$ cat src/rtl/fft_bitrev_feeder.sv
// fft_bitrev_feeder: ping-pong frame buffer emitting bit-reversed butterfly input pairs.
module fft_bitrev_feeder #(
  parameter int N     = 16,
  parameter int Q     = 1,
  parameter int LOG2P = 3
) (
  input  logic         clk,
  input  logic         rst,
  input  logic         in_valid,
  output logic         in_ready,
  input  logic [N-1:0] in_r,
  input  logic [N-1:0] in_i,
  output logic         out_valid,
  input  logic         out_ready,
  output logic         out_last,
  output logic [N-1:0] out0_r,
  output logic [N-1:0] out0_i,
  output logic [N-1:0] out1_r,
  output logic [N-1:0] out1_i,
  output logic [N-1:0] twiddle_r,
  output logic [N-1:0] twiddle_i
);
  localparam int P  = 1 << LOG2P;
  localparam int RW = LOG2P > 1 ? LOG2P - 1 : 1;
  typedef enum logic {IDLE, READ} state_t;
  logic [N-1:0]     mem_r_q [2][P];
  logic [N-1:0]     mem_i_q [2][P];
  logic             wbank_q, rbank_q, out_valid_q, out_last_q;
  logic [LOG2P-1:0] wcnt_q, a0, a1;
  logic [1:0]       full_q, full_d;
  logic [RW-1:0]    rcnt_q;
  logic [N-1:0]     out0_r_q, out0_i_q, out1_r_q, out1_i_q;
  state_t           state_q;
  logic             wr, wdone, last, ld, rdone;
  function automatic logic [LOG2P-1:0] rev(input logic [LOG2P-1:0] a);
    for (int k = 0; k < LOG2P; k++) rev[k] = a[LOG2P-1-k];
  endfunction
  assign in_ready  = !full_q[wbank_q];
  assign wr        = in_valid && in_ready;
  assign wdone     = wr && wcnt_q == LOG2P'(P - 1);
  assign last      = rcnt_q == RW'(P / 2 - 1);
  assign ld        = state_q == READ && (!out_valid_q || out_ready);
  assign rdone     = ld && last;
  assign a0        = rev(LOG2P'({rcnt_q, 1'b0}));
  assign a1        = rev(LOG2P'({rcnt_q, 1'b1}));
  assign out_valid = out_valid_q;
  assign out_last  = out_last_q;
  assign out0_r    = out0_r_q;
  assign out0_i    = out0_i_q;
  assign out1_r    = out1_r_q;
  assign out1_i    = out1_i_q;
  assign twiddle_r = N'(1) << Q;
  assign twiddle_i = '0;
  // set and clear of full always hit different banks, so both apply
  always_comb begin
    full_d = full_q;
    if (wdone) full_d[wbank_q] = 1'b1;
    if (rdone) full_d[rbank_q] = 1'b0;
  end
  always_ff @(posedge clk) begin
    if (wr) begin
      mem_r_q[wbank_q][wcnt_q] <= in_r;
      mem_i_q[wbank_q][wcnt_q] <= in_i;
    end
  end
  always_ff @(posedge clk or posedge rst) begin
    if (rst) begin
      wbank_q     <= 1'b0;
      rbank_q     <= 1'b0;
      wcnt_q      <= '0;
      rcnt_q      <= '0;
      full_q      <= '0;
      state_q     <= IDLE;
      out_valid_q <= 1'b0;
      out_last_q  <= 1'b0;
      out0_r_q    <= '0;
      out0_i_q    <= '0;
      out1_r_q    <= '0;
      out1_i_q    <= '0;
    end else begin
      full_q <= full_d;
      if (wr) wcnt_q <= wcnt_q + 1'b1;
      if (wdone) wbank_q <= ~wbank_q;
      if (state_q == IDLE && full_q[rbank_q]) state_q <= READ;
      if (ld) begin
        out0_r_q    <= mem_r_q[rbank_q][a0];
        out0_i_q    <= mem_i_q[rbank_q][a0];
        out1_r_q    <= mem_r_q[rbank_q][a1];
        out1_i_q    <= mem_i_q[rbank_q][a1];
        out_valid_q <= 1'b1;
        out_last_q  <= last;
        rcnt_q      <= last ? '0 : rcnt_q + 1'b1;
        if (last) begin
          rbank_q <= ~rbank_q;
          state_q <= full_q[~rbank_q] ? READ : IDLE;
        end
      end else if (out_ready) begin
        out_valid_q <= 1'b0;
      end
    end
  end
endmodule

$ cat config.mk
export PLATFORM = sky130hd
export DESIGN_NAME = fft_bitrev_feeder
export DESIGN_NICKNAME = d
export VERILOG_FILES = /design/src/rtl/fft_bitrev_feeder.sv
export SDC_FILE = /design/constraint.sdc
export NUM_CORES = 1
export LEC_CHECK = 0
export ABC_AREA = 1
export CAP_MARGIN = 20
export CORE_UTILIZATION = 54
export CTS_CLUSTER_SIZE = 8
export DETAILED_ROUTE_END_ITERATION = 7
export PLACE_DENSITY = 0.88
export SLEW_MARGIN = 30
export SYNTH_ARGS = -nofsm -noshare
export SYNTH_HDL_FRONTEND = slang
export SYNTH_SLANG_ARGS = --single-unit
$ cat constraint.sdc
create_clock -name clk -period 2.85 [get_ports clk]
set_input_delay 0.285 -clock clk [delete_from_list [all_inputs] [get_ports clk]]
set_output_delay 0.285 -clock clk [all_outputs]
set_load 0.005 [all_outputs]
# Yosys cells after proc, flatten, opt, wreduce, memory -nomap -nowiden
# Memory sizes are Yosys's and may differ from the RTL's.
# Index checks and enable logic that the tools add are counted.
totals:
  register_bits: 76
  latchBits: 0
  ramBits: 512
  mem_bits_ro: 0
  wordCells: 84
  mem_count: 2
mem_list:
  columns: ["memory", "depth", "width", "read_ports", "rd_ports_with_merged_regs", "write_ports", "line", "rtl"]
  rows:
  - ["mem_i_q", 2, 128, 1, 0, 1, "27", "logic [N-1:0] mem_i_q [2][P];"]
  - ["mem_r_q", 2, 128, 1, 0, 1, "26", "logic [N-1:0] mem_r_q [2][P];"]
op_classes:
  n_addsub: 2
  mul: 0
  div: 0
  order_cmp: 9
  eq_ne: 2
  shift: 0
  mux: 35
  bitwise_logic: 9
  reduce_logical: 13
ops:
  columns: ["op", "count"]
  rows:
  - ["$bmux W16 S3", 4]
  - ["$mux W16", 9]
  - ["$mux W128", 1]
  - ["$demux W16 S3", 1]
  - ["$mux W1", 15]
  - ["$ge A4 B4 Y1 const B", 3]
  - ["$logic_and A1 B1 Y1", 8]
  - ["$not A3 Y4", 2]
  - ["$lt A1 B2 Y1 const B", 3]
  - ["$mux W2", 3]
  - ["$lt A4 B1 Y1 const B", 1]
  - ["$not A2 Y4", 1]
  - ["$add A3 B1 Y3 const B", 1]
  - ["$eq A3 B3 Y1 const B", 1]
  - ["$not A1 Y1", 3]
  - ["$add A2 B1 Y2 const B", 1]
  - ["$and A2 B2 Y2", 1]
  - ["$demux W1 S1", 2]
  - ["$eq A2 B2 Y1 const B", 1]
  - ["$ge A1 B1 Y1 const B", 2]
  - ["$logic_not A1 Y1", 2]
  - ["$not A2 Y2", 1]
  - ["$or A2 B2 Y2", 1]
  - ["$reduce_and A2 Y1", 1]
  - ["2 further kinds", 2]

# Depth between registers and ports, before layout
# Gate-level depths: netlist (run 1).
logic_depth:
  word_depth: 8
  mapped_depth: 10
  ltp_nobuf: 7

# Worst setup path before layout (run 1)
# OpenSTA, ideal clock, no wires.
synth_path:
  kind: "register -> register"
  startpoint: "reg full_q[1]"
  endpoint: "mem mem_i_q[0][0] (netlist name), enable pin"
  setup_time_ps: 421
  arrival_time_ps: 2380
  setup_slack_ps: 49
  stages_incl_launch_ff: 8
  path_buffers: 0
  period_less_slack_ps: 2801
  cell_sequence: "dfrtp_1 nand2_1 inv_1 a21oi_4 nand2_2 nor2_2 nand2_1 nor2_1"
synth_between:
  elab_chain_len: 6
synth_lines:
  columns: ["element", "line", "rtl"]
  rows:
  - ["start: declaration", "30", "logic [1:0] full_q, full_d;"]
  - ["start signal: assignment", "81", "full_q <= full_d;"]
  - ["$mux W1 (not written as such) (2 in a row)", "38", "assign in_ready = !full_q[wbank_q];"]
  - ["$logic_not A1 Y1", "38", null]
  - ["via in_ready", "10", "output logic in_ready,"]
  - ["$logic_and A1 B1 Y1", "39", "assign wr = in_valid && in_ready;"]
  - ["$mux W1", "61", "if (wr) begin"]
  - ["$mux W128 (not written as such)", "63", "mem_i_q[wbank_q][wcnt_q] <= in_i;"]
  - ["end: declaration", "27", null]
# The timed path passes the listed nets, and every way through them passes these cells. The select of a mux whose other input is x is not followed.

# Worst setup path in the final report (run 1)
layout_path:
  startpoint: "reg wbank_q"
  endpoint: "mem mem_r_q[1][66] (netlist name), enable pin"
layout_between:
  elab_chain_len: 6
layout_lines:
  columns: ["element", "line", "rtl"]
  rows:
  - ["start: declaration", "28", "logic wbank_q, rbank_q, out_valid_q, out_last_q;"]
  - ["start signal: assignment", "83", "if (wdone) wbank_q <= ~wbank_q;"]
  - ["$mux W1 (not written as such) (2 in a row)", "38", null]
  - ["$logic_not A1 Y1", "38", null]
  - ["$logic_and A1 B1 Y1", "39", null]
  - ["$mux W1", "61", null]
  - ["$mux W128 (not written as such)", "62", "mem_r_q[wbank_q][wcnt_q] <= in_r;"]
  - ["end: declaration", "26", null]
# Several ways; a longest one is shown, not always the timed one. The select of a mux whose other input is x is not followed.

==> metrics.txt, run 1 <==
outcome complete, no violations; Distinct cells, synth 25; Fin. Hold Viols 0; first-pass GRT wire length roughly 99 mm; worst skew pair latency a little over 0.6 ns; htree depth 3; YS warnings 0; Die Area between 40,000 and 50,000 µm²; Final Hold Slack about 0.15 ns; Detailed Route Iter0 Violations ~2,400; via density per instance between 5 and 6; post-CTS resize count 0; worst slew pin tran between 0.9 and 1 ns; Post-CTS Setup Bufs 0; drt pass-1 iters 6; WL per Instance between 20 and 25 µm; Placer Congestion between 0.8 and 0.9; clock-pin slew on the worst setup and hold paths roughly 0.050 ns; Tightest Hold Check Type in2async; grt ovf 0; Hold Buf Count CTS 0; met2 usage ~47%; # nets final approximately 2,500; ys flop type edfxtp_1; Slew HR approximately 40%; Die W ~220 µm; Setup CP Type reg2reg; Rows about 80; Starting Density 54.83%; Post-synth ARST share between 10% and 20%; Power per Cell Area 1019 nW/µm²; CP Launch Type register; Worst setup EP type register; CP max FO 10; leak pwr 0.01250 µW; peak supply drop around 0.00073 V; met1 usage between 30% and 40%; largest net degree at the start of global routing roughly 140; fin cells ~3,200; share of cells above drive strength 1 under 10%; core area 45,380 µm²; met3 GRT Util 4.604%; DRT antenna net count 0; initial antenna violation count 0; routed via count between 15,000 and 20,000; Max Fclk approximately 380 MHz; count of clock tree sinks 588; Setup Skew between 0.02 and 0.03 ns; Fillers around 3,000; Ant. Diodes 0; synthesis-to-finish area growth 16.31%; Final Util 63.77%; Max-cap violations 0; Synth Area per Inst 10.54 µm²; Synth Instances 2,360; Period minus WS final approximately 2.6 ns; register area share after synthesis approximately 69%; CTS buffer count 83; RSZ-0062 raised after global routing no; setup TNS 0 ns; I/O Buffers just over 100; DRC 0; dpl ws 0.4140 ns; DPL Wire Length around 36 mm; total wire length roughly 65 mm; CTS root buf clkbuf_16; required time worst endpoint ~3.2 ns; Die Y around 220 µm; Post-synth EDFFs roughly 510; area of the mapped netlist ~25,000 µm²; io pins ~140; FF+latch count, synth a little under 600; GRT Overall Usage between 20 and 30%; CTS Buffer Depth 3; via count of the first global-routing pass 18,384; peak-usage layer in the global routing report met2; final setup margin 0.2319 ns; fin. max-slew vios 0; arrival time worst endpoint 2.92 ns; CTS tree done; Setup-failing EPs final 0; crit share post-route 91.86%; Cells after DPL approximately 3,000
[per-layer routing]
layer	vias up	routed length (µm)
met1	8335	22210
met3	291	6494
met2	1323	31960
met5	-	0
li1	7774	-
met4	0	4093
[area by class of cell]
class,count,area [µm²],area share [%]
Clock buffer,148,2342,8.093
Clock inverter,6,67.56,0.2335
Inverter,398,1504,5.197
Multi-Input combinational cell,1257,5404,18.67
Sequential cell,588,17290,59.73
Tap cell,600,750.7,2.594
Timing Repair Buffer,154,1587,5.482
[flip-flops by register name, indices dropped and copies added, names as in the netlist, 2 cells and up]
name and count:
wcnt_q 3, mem_i_q 256, full_q 2, out0_r 16, mem_r_q 256, out0_i 16, out1_r 16, out1_i 16
rcnt_q 2
[Yosys cell counts, types with 3 or more instances]
master | instances | share of area (%)
nand2_1 | 798 | 12
ha_1 | 3 | 0.15
buf_4 | 34 | 1.0
dfrtp_1 | 76 | 7.6
inv_1 | 395 | 6.0
buf_1 | 12 | 0.18
buf_2 | 59 | 1.2
buf_6 | 24 | 1.1
nand3_1 | 387 | 7.8
edfxtp_1 | 512 | 62
clkbuf_1 | 17 | 0.26
nor2_1 | 23 | 0.35
[critical path, cell delays in order, from the launching register on]
cell	delay [ns]
dfrtp_1	0.64
inv_2	0.13
a21oi_4	0.24
nand2_2	0.16
nor2_2	0.25
nand2_1	0.21
nor2_4	0.40
buf_4	0.27
[per-stage QoR]
step | total power, µW | cell area [µm²]
2_1_floorplan | 16880 | 24990
3_3_place_gp | 19680 | 26530
3_5_place_dp | 20100 | 26530
4_1_cts | 29370 | 28940
5_1_grt | 30720 | 28940
6_report | 29500 | 28940
[cells by family after synthesis]
kind of cell	after synthesis	synth area share, %
xor gates and xnor gates	2	0.07041
AOI/OAI and AO/OA	8	0.2313
other	2	0.03018
DFF	588	69.44
and+or+nand+nor	1212	20.27
adders and majority gates	3	0.1509
buffers and inverters	545	9.811
[path summary, 6_finish.rpt]
check                           slack (ns)             startpoint  cells past startpoint                       end
worst max-delay path                  0.23    wbank_q$_DFFE_PP0N_                      7  mem_r_q[1][66]$_DFFE_PP_
worst min-delay path                  0.15                    rst                      2    out0_r[14]$_DFFE_PP0P_
worst max register to register        0.23    wbank_q$_DFFE_PP0N_                      7  mem_r_q[1][66]$_DFFE_PP_
worst min register to register        0.48  out0_r[8]$_DFFE_PP0P_                      2     out0_r[8]$_DFFE_PP0P_
max in group asynchronous             1.93                    rst                      3     out0_r[0]$_DFFE_PP0P_
min in group clk                      0.41              out_ready                      4     out_valid$_DFFE_PP0P_
[cell usage in the layout (no fill, tap or decap), types with 2 or more instances in the layout]
cell / synthesis / routed
clkbuf_1: 17 / 64
clkbuf_16: 0 / 84
ha_1: 3 / 3
edfxtp_1: 512 / 512
inv_6: 0 / 4
a21oi_1: 2 / 2
clkdlybuf4s50_1: 0 / 102
conb_1: 2 / 32
nor2_4: 0 / 16
buf_4: 34 / 38
nand3_1: 387 / 387
nor2_1: 23 / 7
buf_12: 0 / 14
dfrtp_1: 76 / 73
nor2_2: 2 / 2
dfrtp_4: 0 / 2
inv_4: 1 / 2
inv_2: 2 / 3
inv_1: 395 / 392
o21ai_0: 2 / 2
xor2_1: 2 / 2
a31oi_1: 2 / 2
nand2_1: 798 / 797
[where the power goes]
part           leakage (µW)  total (µW)  internal, µW  switching [µW]
Combinational       0.00582        9300          3050            6250
Sequential          0.00553       11100         10500             598
Clock               0.00114        9100          5520            3580
Total                0.0125       29500         19100           10400
(Power assumes the default switching activity.)
==> run 2: changes to the inputs <==
- CAP_MARGIN: 20 -> not set
- CTS_CLUSTER_SIZE: 8 -> 30
- RECOVER_POWER: not set -> 50
==> metrics.txt, run 2 (synthesis results as in run 1) <==
outcome complete, but fails checks (was complete, no violations); violated checks max-capacitance violations, max-slew violations; Setup CP Type reg2reg (unchanged); GRT Overall Usage 26.60% (was 27.82%); DPL Wire Length 35.94 mm (unchanged); fin. max-slew vios 43 (was 0); largest net degree at the start of global routing 144 (unchanged); Tightest Hold Check Type in2reg (was in2async); CP delay by family, top simple AND/OR/NAND/NOR gates (unchanged); Setup Skew 0.02970 ns (was 0.02886 ns); RSZ-0062 raised after global routing no (unchanged); Worst path slowest cell dfrtp_1 (unchanged); Max Fclk 375.9 MHz (was 382.0 MHz); Die Area 46,940 µm² (unchanged); worst-path cell chain nand2_1 > inv_1 > a21oi_4 > nand2_1 > nor2_2 > nand2_1 > nor2_4 > buf_4 (was inv_2 > a21oi_4 > nand2_2 > nor2_2 > nand2_1 > nor2_4 > buf_4); crit-path max cell delay 0.57 ns (was 0.64 ns); peak supply drop 0.0006010 V (was 0.0007326 V); CTS root buf clkbuf_16 (unchanged); clock-pin slew on the worst setup and hold paths 0.07 ns (was 0.05 ns); Post-CTS Setup Bufs 0 (unchanged); Starting Density 54.83% (unchanged); most used cell, CP nand2_1; CTS tree done (unchanged); required time worst endpoint 3.16 ns (was 3.15 ns); setup TNS 0 ns (unchanged); core area 45,380 µm² (unchanged); I/O Buffers 102 (unchanged); via density per instance 5.642 (was 5.625); most frequent cells in the layout nand2_1 (798), edfxtp_1 (512), inv_1 (394), nand3_1 (387), dfrtp_1 (73) (was nand2_1 (797), edfxtp_1 (512), inv_1 (392), nand3_1 (387), clkdlybuf4s50_1 (102)); CP Launch Type register (unchanged); Total Power 27,640 µW (was 29,500 µW); leak pwr 0.01227 µW (was 0.01250 µW); Power per Cell Area 974.9 nW/µm² (was 1019 nW/µm²); CTS Buffer Depth 3 (unchanged); routed via count 17,501 (was 17,723); io pins 135 (unchanged); worst skew pair latency 0.62 ns (about the same); cell area after layout 28,350 µm² (was 28,940 µm²); Period minus WS final 2.660 ns (was 2.618 ns); arrival time worst endpoint 2.97 ns (was 2.92 ns); count of clock tree sinks 588 (unchanged); Final Hold Slack 0.3916 ns (was 0.1517 ns); WL per Instance 20.01 µm (was 20.55 µm); CP max FO 10 (unchanged); first-pass GRT wire length 95.31 mm (was 99.10 mm); Slew HR -39.27% (was 39.70%); Max-cap violations 1 (was 0); worst slew pin tran 2.089 ns (was 0.9017 ns); biggest regs mem_i_q (256), mem_r_q (256) (unchanged); Fillers 3,067 (was 3,006); initial antenna violation count 0 (unchanged); WP buf/inv 2 (unchanged); via count of the first global-routing pass 17,639 (was 18,384); total wire length 62.06 mm (was 64.75 mm); Detailed Route Iter0 Violations 2,303 (was 2,443); Placer Congestion 0.8419 (unchanged); DRC 0 (unchanged); Worst setup EP type register (unchanged); post-CTS resize count 0 (unchanged); Reg area 17,290 µm² (unchanged); Hold Buf Count CTS 0 (unchanged); Rows 78 (unchanged); area occupied by multi-input gates 5401 µm² (was 5404 µm²); crit share post-route 93.35% (was 91.86%); htree depth 2 (was 3); DRT antenna net count 0 (unchanged); Fin. Hold Viols 0 (unchanged); Die W 216.7 µm (unchanged); most common cell after layout, fill and taps aside nand2_1 (unchanged); Die Y 216.7 µm (unchanged); Setup-failing EPs final 0 (unchanged); share of cells above drive strength 1 6.357% (was 6.742%); DP Area 26,530 µm² (unchanged); drt pass-1 iters 8 (was 6); CTS buffer count 55 (was 83); grt ovf 0 (unchanged); synthesis-to-finish area growth 13.95% (was 16.31%); # nets final 2,493 (was 2,521)
## run 2: cell count changes in the layout (fill, tap and decap cells not counted), moves of 3 or more
| cell | previous run | this run |
|---|---|---|
| clkdlybuf4s50_1 | 102 | 43 |
| clkbuf_1 | 64 | 16 |
| clkbuf_16 | 84 | 56 |
| clkinv_1 | 0 | 8 |
| dlygate4sd3_1 | 0 | 59 |
| bufinv_16 | 0 | 7 |
| clkinv_2 | 1 | 11 |
| buf_4 | 38 | 33 |
| clkinvlp_4 | 0 | 3 |
## run 2: per-stage QoR
step / utilization (%) / instances / worst slack (ns)
after CTS: 62.52 / 3101 / 0.3324
after global placement: 58.46 / 2997 / 0.5481
after global routing: 62.47 / 3101 / 0.1290
final: 62.48 / 3102 / 0.1897
after detailed placement: 58.46 / 2997 / 0.4140
after floorplan: - / 2390 / 0.04944
## run 2: worst paths after layout
path	startpoint	endpoint	slack (ns)	depth (start not counted)
worst max-delay path	wbank_q$_DFFE_PP0N_	mem_r_q[1][68]$_DFFE_PP_	0.19	8
worst max register to register	wbank_q$_DFFE_PP0N_	mem_r_q[1][68]$_DFFE_PP_	0.19	8
min in group asynchronous	rst	out0_r[13]$_DFFE_PP0P_	0.81	2
max in group asynchronous	rst	out0_i[14]$_DFFE_PP0P_	0.50	3
worst min register to register	out0_r[10]$_DFFE_PP0P_	out0_r[10]$_DFFE_PP0P_	0.47	2
worst min-delay path	out_ready	out_valid$_DFFE_PP0P_	0.39	4
## run 2: report_power, final
| part | internal [µW] | switching [µW] |
|---|---|---|
| registers | 10500 | 584 |
| clock network | 4310 | 3150 |
| logic | 2970 | 6150 |
| total | 17800 | 9890 |
## run 2: worst min-delay path: cells and delay by family
| family | cells | cell delay (ns) |
|---|---|---|
| AND/OR/NAND/NOR | 2 | 0.24 |
| buffers and inverters | 2 | 0.45 |
## run 2: per-layer routing
layer  track usage (%)  share of wire, %  vias to the layer above
met3             4.028                10                      257
met5                 0                 0                        -
met2             45.66                50                     1287
met4             15.47               5.5                        0
met1             31.98                35                     8265
li1                  -                 -                     7692
## run 2: cell type report
type,instances,share of cell area (%)
Inverter,398,5.296
Multi-Input combinational cell,1257,19.05
Timing Repair Buffer,154,5.538
Clock inverter,33,1.280
Antenna cell,1,0.008826
Tap cell,600,2.648
Sequential cell,588,60.97
Clock buffer,71,5.212
